--- config.mk ---
export PLATFORM = sky130hd
export DESIGN_NAME = set_mode_sequencer
export DESIGN_NICKNAME = d
export VERILOG_FILES = /design/src/rtl/set_mode_sequencer.sv
export SDC_FILE = /design/constraint.sdc
export NUM_CORES = 1
export LEC_CHECK = 0
export ABC_AREA = 1
export CAP_MARGIN = 15
export CELL_PAD_IN_SITES_DETAIL_PLACEMENT = 1
export CELL_PAD_IN_SITES_GLOBAL_PLACEMENT = 1
export CORE_MARGIN = 10
export CORE_UTILIZATION = 38
export CTS_CLUSTER_SIZE = 25
export DETAILED_ROUTE_END_ITERATION = 8
export PLACE_DENSITY = 0.77
export SLEW_MARGIN = 30
export SYNTH_ARGS = -nofsm -noshare
export SYNTH_HDL_FRONTEND = slang
export SYNTH_SLANG_ARGS = --single-unit
--- constraint.sdc ---
create_clock -name clk -period 2.7 [get_ports clk]
set_input_delay 0.54 -clock clk [delete_from_list [all_inputs] [get_ports clk]]
set_output_delay 0.54 -clock clk [all_outputs]
set_load 0.02 [all_outputs]
--- src/rtl/set_mode_sequencer.sv ---
// Clock/alarm edit sequencer: mode stepping, increment strobes with
// hold-to-repeat, inactivity timeout and field blink for the display.
module set_mode_sequencer #(
  parameter int HOLD_CYCLES   = 50_000_000,
  parameter int REPEAT_CYCLES = 10_000_000,
  parameter int TIMEOUT_SEC   = 10,
  parameter int BLINK_CYCLES  = 25_000_000
) (
  input  logic       clk,
  input  logic       rst,
  input  logic       sec_tick,
  input  logic       mode_pulse,
  input  logic       inc_pulse,
  input  logic       inc_level,
  output logic       inc_hour,
  output logic       inc_min,
  output logic       inc_alarm_hour,
  output logic       inc_alarm_min,
  output logic       disp_alarm,
  output logic       blank_hour,
  output logic       blank_min,
  output logic [2:0] state
);
  localparam logic [2:0] RUN    = 3'd0;
  localparam logic [2:0] SET_H  = 3'd1;
  localparam logic [2:0] SET_M  = 3'd2;
  localparam logic [2:0] SET_AH = 3'd3;
  localparam logic [2:0] SET_AM = 3'd4;

  localparam int HMAX = (HOLD_CYCLES > REPEAT_CYCLES) ? HOLD_CYCLES : REPEAT_CYCLES;
  localparam int HW = $clog2(HMAX + 1) + 1;
  localparam int IW = $clog2(TIMEOUT_SEC + 1) + 1;
  localparam int BW = $clog2(BLINK_CYCLES + 1) + 1;

  // The press cycle itself counts toward the hold time, hence the -2.
  localparam logic [HW-1:0] HOLD_LAST  = HW'(HOLD_CYCLES - 2);
  localparam logic [HW-1:0] REP_LAST   = HW'(REPEAT_CYCLES - 1);
  localparam logic [IW-1:0] IDLE_MAX   = IW'(TIMEOUT_SEC);
  localparam logic [BW-1:0] BLINK_LAST = BW'(BLINK_CYCLES - 1);

  logic [HW-1:0] hold;
  logic          rep;
  logic [IW-1:0] idle;
  logic [BW-1:0] bcnt;
  logic          phase;

  logic [2:0]    nxt;
  logic          edit;
  logic          expire;
  logic          chg;
  logic          fire;
  logic          strobe;
  logic [BW-1:0] bcnt_n;
  logic          phase_n;

  always_comb begin
    edit   = (state != RUN) && (state <= SET_AM);
    expire = edit && (idle == IDLE_MAX);
    nxt    = state;
    if (state > SET_AM)
      nxt = RUN;
    else if (mode_pulse)
      nxt = (state == SET_AM) ? RUN : state + 3'd1;
    else if (expire)
      nxt = RUN;
    chg    = (nxt != state);
    fire   = edit && inc_level &&
             (rep ? (hold == REP_LAST) : (hold == HOLD_LAST));
    strobe = edit && !chg && (inc_pulse || fire);
    bcnt_n  = bcnt + BW'(1);
    phase_n = phase;
    if (chg) begin
      bcnt_n  = '0;
      phase_n = 1'b0;
    end else if (bcnt == BLINK_LAST) begin
      bcnt_n  = '0;
      phase_n = !phase;
    end
  end

  always_ff @(posedge clk) begin
    if (!rst) begin
      state          <= RUN;
      hold           <= '0;
      rep            <= 1'b0;
      idle           <= '0;
      bcnt           <= '0;
      phase          <= 1'b0;
      inc_hour       <= 1'b0;
      inc_min        <= 1'b0;
      inc_alarm_hour <= 1'b0;
      inc_alarm_min  <= 1'b0;
      disp_alarm     <= 1'b0;
      blank_hour     <= 1'b0;
      blank_min      <= 1'b0;
    end else begin
      state <= nxt;
      if (chg || !edit || inc_pulse || !inc_level) begin
        hold <= '0;
        rep  <= 1'b0;
      end else if (fire) begin
        hold <= '0;
        rep  <= 1'b1;
      end else begin
        hold <= hold + HW'(1);
      end
      if (nxt == RUN || mode_pulse || inc_pulse || strobe)
        idle <= '0;
      else if (sec_tick && idle != IDLE_MAX)
        idle <= idle + IW'(1);
      bcnt           <= bcnt_n;
      phase          <= phase_n;
      inc_hour       <= strobe && (state == SET_H);
      inc_min        <= strobe && (state == SET_M);
      inc_alarm_hour <= strobe && (state == SET_AH);
      inc_alarm_min  <= strobe && (state == SET_AM);
      disp_alarm     <= (nxt == SET_AH) || (nxt == SET_AM);
      blank_hour     <= phase_n && ((nxt == SET_H) || (nxt == SET_AH));
      blank_min      <= phase_n && ((nxt == SET_M) || (nxt == SET_AM));
    end
  end

endmodule

==> run metrics, run 1 <==
number of synthesized flops with an enable pin=0; drt pass-1 iters=4; vias=3279; CP arrival=2.60 ns; Fill cells=1293; initial antenna violation count=0; H-tree depth=3; fin cells=687; RSZ-0062 raised after global routing=false; via count of the first global-routing pass=3483; post-route cell area=4350 sq um; synth warn=0; Post-CTS Setup Bufs=0; Critical Path Source Type=flop; initial core utilization=0.390; min cycle time layout=2.35 ns; final WL=9080 um; syn_nets=541; area grow syn2layout=13.5%; Post-layout nets=566; I/O pin count=16; row cnt=36; residual DRC count=0; post-synthesis average cell area=7.32 sq um; Cells after Synth=524; # setup viols final=0; Crit. End Element=flop; sequential area share after synthesis=0.366; TritonCTS clock tree=built; TNS Setup=0 ns; Slew headroom=0.706; hold buffers post-CTS=0; Pleak=1.59 nW; synth unique cells=27; Synth Flop Type=dfxtp_1; post-CTS sizing=0; Max Root-Sink Buffers=2; multi-input logic area=2060 sq um; diodes inserted=0; die area=14500 sq um; DP HPWL=6920 um; Die Ht=120 um; Chip Width=120 um; post-synthesis async set-or-reset flop share=0; crit-path max FO=27; cts bufs inserted=9; kind of critical path=flop to flop; FMAX=426 MHz; FF/Latch Area=1400 sq um; R2R setup slack=0.35 ns; largest net degree at the start of global routing=28; Clk pin slew, worst setup/hold paths=0.08 ns; count of final hold-check violations=0; Area contributors post-synth=dfxtp_1, xor2_1, inv_1, nand2_1, nor2_1; Placer Congestion=0.820; Peak VDD IR=314 uV; DRT iter0 DRCs=107; total track usage=0.137; first-pass GRT wire length=16300 um; port bufs=15; Worst Max-Slew Pin Slew=0.440 ns; outcome=finished, final reports clean; Synth Register Bits=70; Clock Tree Root=clkbuf_8; placed inst area=4130 sq um; layout cells sized above 1=0.137; worst hold path class=flop to flop; final-report max-slew violation count=0; Max Cap Violations=0; Mapped Area=3830 sq um; Clock Skew=0.00952 ns; CP required=2.96 ns; Synth top area share=0.366; core footprint=9820 sq um; clock sinks=70; area leader, netlist=dfxtp_1; placed cell count=671; Clock Latency Late Sink=0.38 ns; Pwr Density=497 nW/um^2; via-per-instance ratio=4.77; Final Cycle Share=0.869; global route overflow=0; ANT nets after route=0; Wirelength per Cell=13.2 um
==> report_power, final <==
part | switching (mW) | internal, mW
sequential | 0.00595 | 1.04
clock | 0.426 | 0.541
combinational | 0.0985 | 0.0527
==> metal layers <==
metal,global-route usage,wire length (um)
met5,0,0
met4,0.0505,137
met3,0.0479,369
met2,0.225,4290
met1,0.163,4280
==> stage by stage <==
stage	worst slack [ns]	hold WS, ns	util	power (mW)
after floorplan	0.542	0.427	-	1.18
after global placement	0.264	0.444	0.421	1.22
after detailed placement	0.215	0.459	0.421	1.22
after CTS	0.309	0.481	0.443	2.19
after global routing	0.0559	0.497	0.443	2.26
final	0.354	0.480	0.443	2.16
==> final cells by class <==
class / instances / area share
sequential: 70 / 0.322
clock buffer: 10 / 0.0316
multi-input combinational: 364 / 0.474
inverter: 85 / 0.0733
tap: 133 / 0.0382
timing repair buffer: 19 / 0.0414
clock inverter: 6 / 0.0195
==> critical path, cell delays in order (launching register included) <==
cell and delay, ns:
dfxtp_1 0.32, inv_1 0.12, ha_1 0.19, inv_1 0.05, ha_1 0.33, nand2_1 0.08
nor2_1 0.11, nand3_1 0.07, nor2_1 0.09, nand3_1 0.12, and2_1 0.20, nand3_4 0.07
buf_4 0.38, nor2_1 0.09
==> registers in the layout, summed over array words and instances, names as in the netlist <==
register,cells
hold,27
bcnt,26
idle,5
state,3
blank_hour,1
blank_min,1
disp_alarm,1
inc_alarm_hour,1
inc_alarm_min,1
inc_hour,1
inc_min,1
phase,1
rep,1
==> path summary, 6_finish.rpt <==
kind / cells past startpoint / from / to
hold / removal: 1 / bcnt[0] / bcnt[0]
setup reg to reg: 13 / state[0] / hold[25]
setup / recovery: 13 / state[0] / hold[25]
hold reg to reg: 1 / bcnt[0] / bcnt[0]
==> synthesized netlist by cell type, types with 2 or more instances <==
library cell and instances:
nor2_1 74, buf_6 4, nor2_2 43, nand4_1 14, xor2_1 37, ha_1 11, nand3_2 3, inv_1 85
nand2_1 85, nor3_1 27, xnor2_1 13, nand3_1 31, a21oi_1 5, nand3_4 2, dfxtp_1 70, nand2_2 3
nor2_4 2, nand3b_1 3, o21ai_0 4
==> logic make-up (layout without fill, tap and decap cells) <==
kind of cell,count (synthesis),count (layout),share of synthesized area
fa+ha+maj,11,11,0.0359
compound gates,12,12,0.0180
buf+inv,90,120,0.0963
xor+xnor,50,50,0.114
simple gates,291,291,0.370
flops,70,70,0.366
==> placed cells by master (no fill, tap or decap), types with 5 or more instances in the layout <==
cell type        count
clkbuf_8            10
inv_1               85
a21oi_1              5
clkdlybuf4s50_1     15
dfxtp_1             70
xnor2_1             13
nand4_1             14
nor2_2              43
ha_1                11
nor3_1              27
nor2_1              74
xor2_1              37
nand3_1             31
nand2_1             85
Power figures use the tool's default switching activity.
==> inputs of run 2 (changes only) <==
Settings changed: PLACE_DENSITY 0.77 to 0.8.
Clock period 2.7 ns to 2 ns, I/O delays scaled along.
==> run metrics, run 2 (same netlist as run 1, synthesis figures left out) <==
CP delay by family, top=simple AND/OR/NAND/NOR gates; first-pass GRT wire length=19500 um; critical path, cell by cell=buf_6 -> ha_4 -> ha_4 -> nand3b_1 -> nand2_4 -> nand2_2 -> nand2_2 -> nand2_4 -> nor2_8 -> nand3_4 -> buf_12 -> buf_12 -> nor2_2; FF/Latch Area=1410 sq um; kind of critical path=flop to flop; slowest cell on the critical path=dfxtp_4; Final Cycle Share=1.16; Clock Tree Root=clkbuf_8; Pleak=1.88 nW; ANT nets after route=0; crit-path max FO=7; RSZ-0062 raised after global routing=true; Hold Path End=bcnt[0]; total track usage=0.165; Fill cells=1215; Hold Crit Start=bcnt[0]; via-per-instance ratio=5.10; Worst Max-Slew Pin Slew=0.469 ns; initial core utilization=0.390; FF-to-FF path depth=13; H-tree depth=3; highest metal used=met4; R2R setup slack=-0.31 ns; RR Startpoint=state[1]; DR WL met2=7370 um; commonest non-fill, non-tap cells in the layout=inv_1, nand2_1, dfxtp_1, nor2_1, nor2_2; Chip Width=120 um; Worst Path Buf+Inv=3; drt pass-1 iters=4; residual DRC count=0; outcome=finished with violations; final-report max-slew violation count=0; final WL=14200 um; Critical Path Source Type=flop; layout cells sized above 1=0.290; WHS Path Cells=1; cts bufs inserted=9; DP HPWL=7400 um; worst setup slack after layout=-0.314 ns; fin util=0.516; global route overflow=0; violated checks=negative setup slack; Clock Latency Late Sink=0.36 ns; largest net degree at the start of global routing=18; multi-input logic area=2360 sq um; worst r2r dst=hold[24]; min cycle time layout=2.31 ns; Placer Congestion=0.904; Clk pin slew, worst setup/hold paths=0.10 ns; Top Registers=hold: 27 flops, bcnt: 26 flops, idle: 5 flops; Max Cap Violations=0; I/O pin count=16; Pwr Density=612 nW/um^2; Clock Skew=0.0204 ns; most common cell after layout, fill and taps aside=inv_1; Die Ht=120 um; hold buffers post-CTS=0; Peak VDD IR=377 uV; area grow syn2layout=32.2%; # setup viols final=67; via count of the first global-routing pass=3836; row cnt=36; CP arrival=2.60 ns; max incr delay on CP=0.38 ns; Post-layout nets=605; TritonCTS clock tree=built; pre-CTS WS=-0.264 ns; max reg flops=27; Crit. End Element=flop; port bufs=15; Wirelength per Cell=19.6 um; clock sinks=70; initial antenna violation count=0; count of final hold-check violations=0; DRT iter0 DRCs=183; met3 wire length=668 um; Max Root-Sink Buffers=2; vias=3704; CP required=2.29 ns; FMAX=432 MHz; diodes inserted=0; Slew headroom=0.685; die area=14500 sq um; wl on met1=5560 um; worst hold path class=flop to flop; Most flops, register=hold; core footprint=9820 sq um
-- run 2: cell types whose count changed in the layout (fill, tap and decap cells not counted), sizes merged --
cell and change:
clkdlybuf4s50 -2, clkbuf -1, buf +39, bufinv -1
clkinvlp -1, inv +3, dlymetal6s2s +2
-- run 2: layer usage --
| metal | global-route usage | vias to the layer above |
|---|---|---|
| li1 | - | 1749 |
| met1 | 0.182 | 1796 |
| met2 | 0.300 | 114 |
| met3 | 0.0451 | 45 |
| met4 | 0.0535 | 0 |
| met5 | 0 | - |
-- run 2: worst max path at each step --
| stage | from | to | slack, ns | cells past startpoint |
|---|---|---|---|---|
| global route | state[0] | hold[24] | -0.38 | 13 |
| finish | state[1] | hold[24] | -0.31 | 13 |
| CTS | state[1] | hold[18] | -0.09 | 14 |
| detailed placement | state[0] | idle[3] | -0.26 | 13 |
| floorplan | state[1] | hold[8] | 0.01 | 14 |
| global placement | state[0] | idle[0] | -0.19 | 13 |
-- run 2: repair_timing --
action / 4_1_cts / 5_1_grt
pin swaps: 20 / 19
resized for setup: 33 / 66
setup buffers: 11 / 11
cloned: 1 / 0
setup endpoints to repair: 67 / 69
-- run 2: power by group --
group          total [mW]  internal, mW  switching, mW
Clock                1.22         0.590          0.629
Sequential           1.42          1.40         0.0155
Combinational       0.468         0.214          0.254
Total                3.10          2.21          0.899
-- run 2: through the flow --
| step | setup TNS [ns] | power [mW] | area [sq um] | hold slack, ns | cells |
|---|---|---|---|---|---|
| after CTS | -2.07 | 2.99 | 4800 | 0.471 | 720 |
| after global routing | -18.37 | 3.19 | 5070 | 0.502 | 726 |
| after global placement | -7.01 | 1.70 | 4340 | 0.438 | 692 |
| final | -14.89 | 3.10 | 5070 | 0.490 | 726 |
| after detailed placement | -11.81 | 1.71 | 4340 | 0.455 | 692 |
| after floorplan | 0 | 1.59 | 3840 | 0.427 | 524 |
-- run 2: area by class of cell --
| cell class | instances | share of cell area |
|---|---|---|
| inverters | 85 | 0.0649 |
| clock inverters | 7 | 0.0153 |
| clock buffers | 9 | 0.0244 |
| multi-input cells | 364 | 0.465 |
| flip-flops and latches | 70 | 0.279 |
| well taps | 133 | 0.0328 |
| repair buffers | 58 | 0.118 |
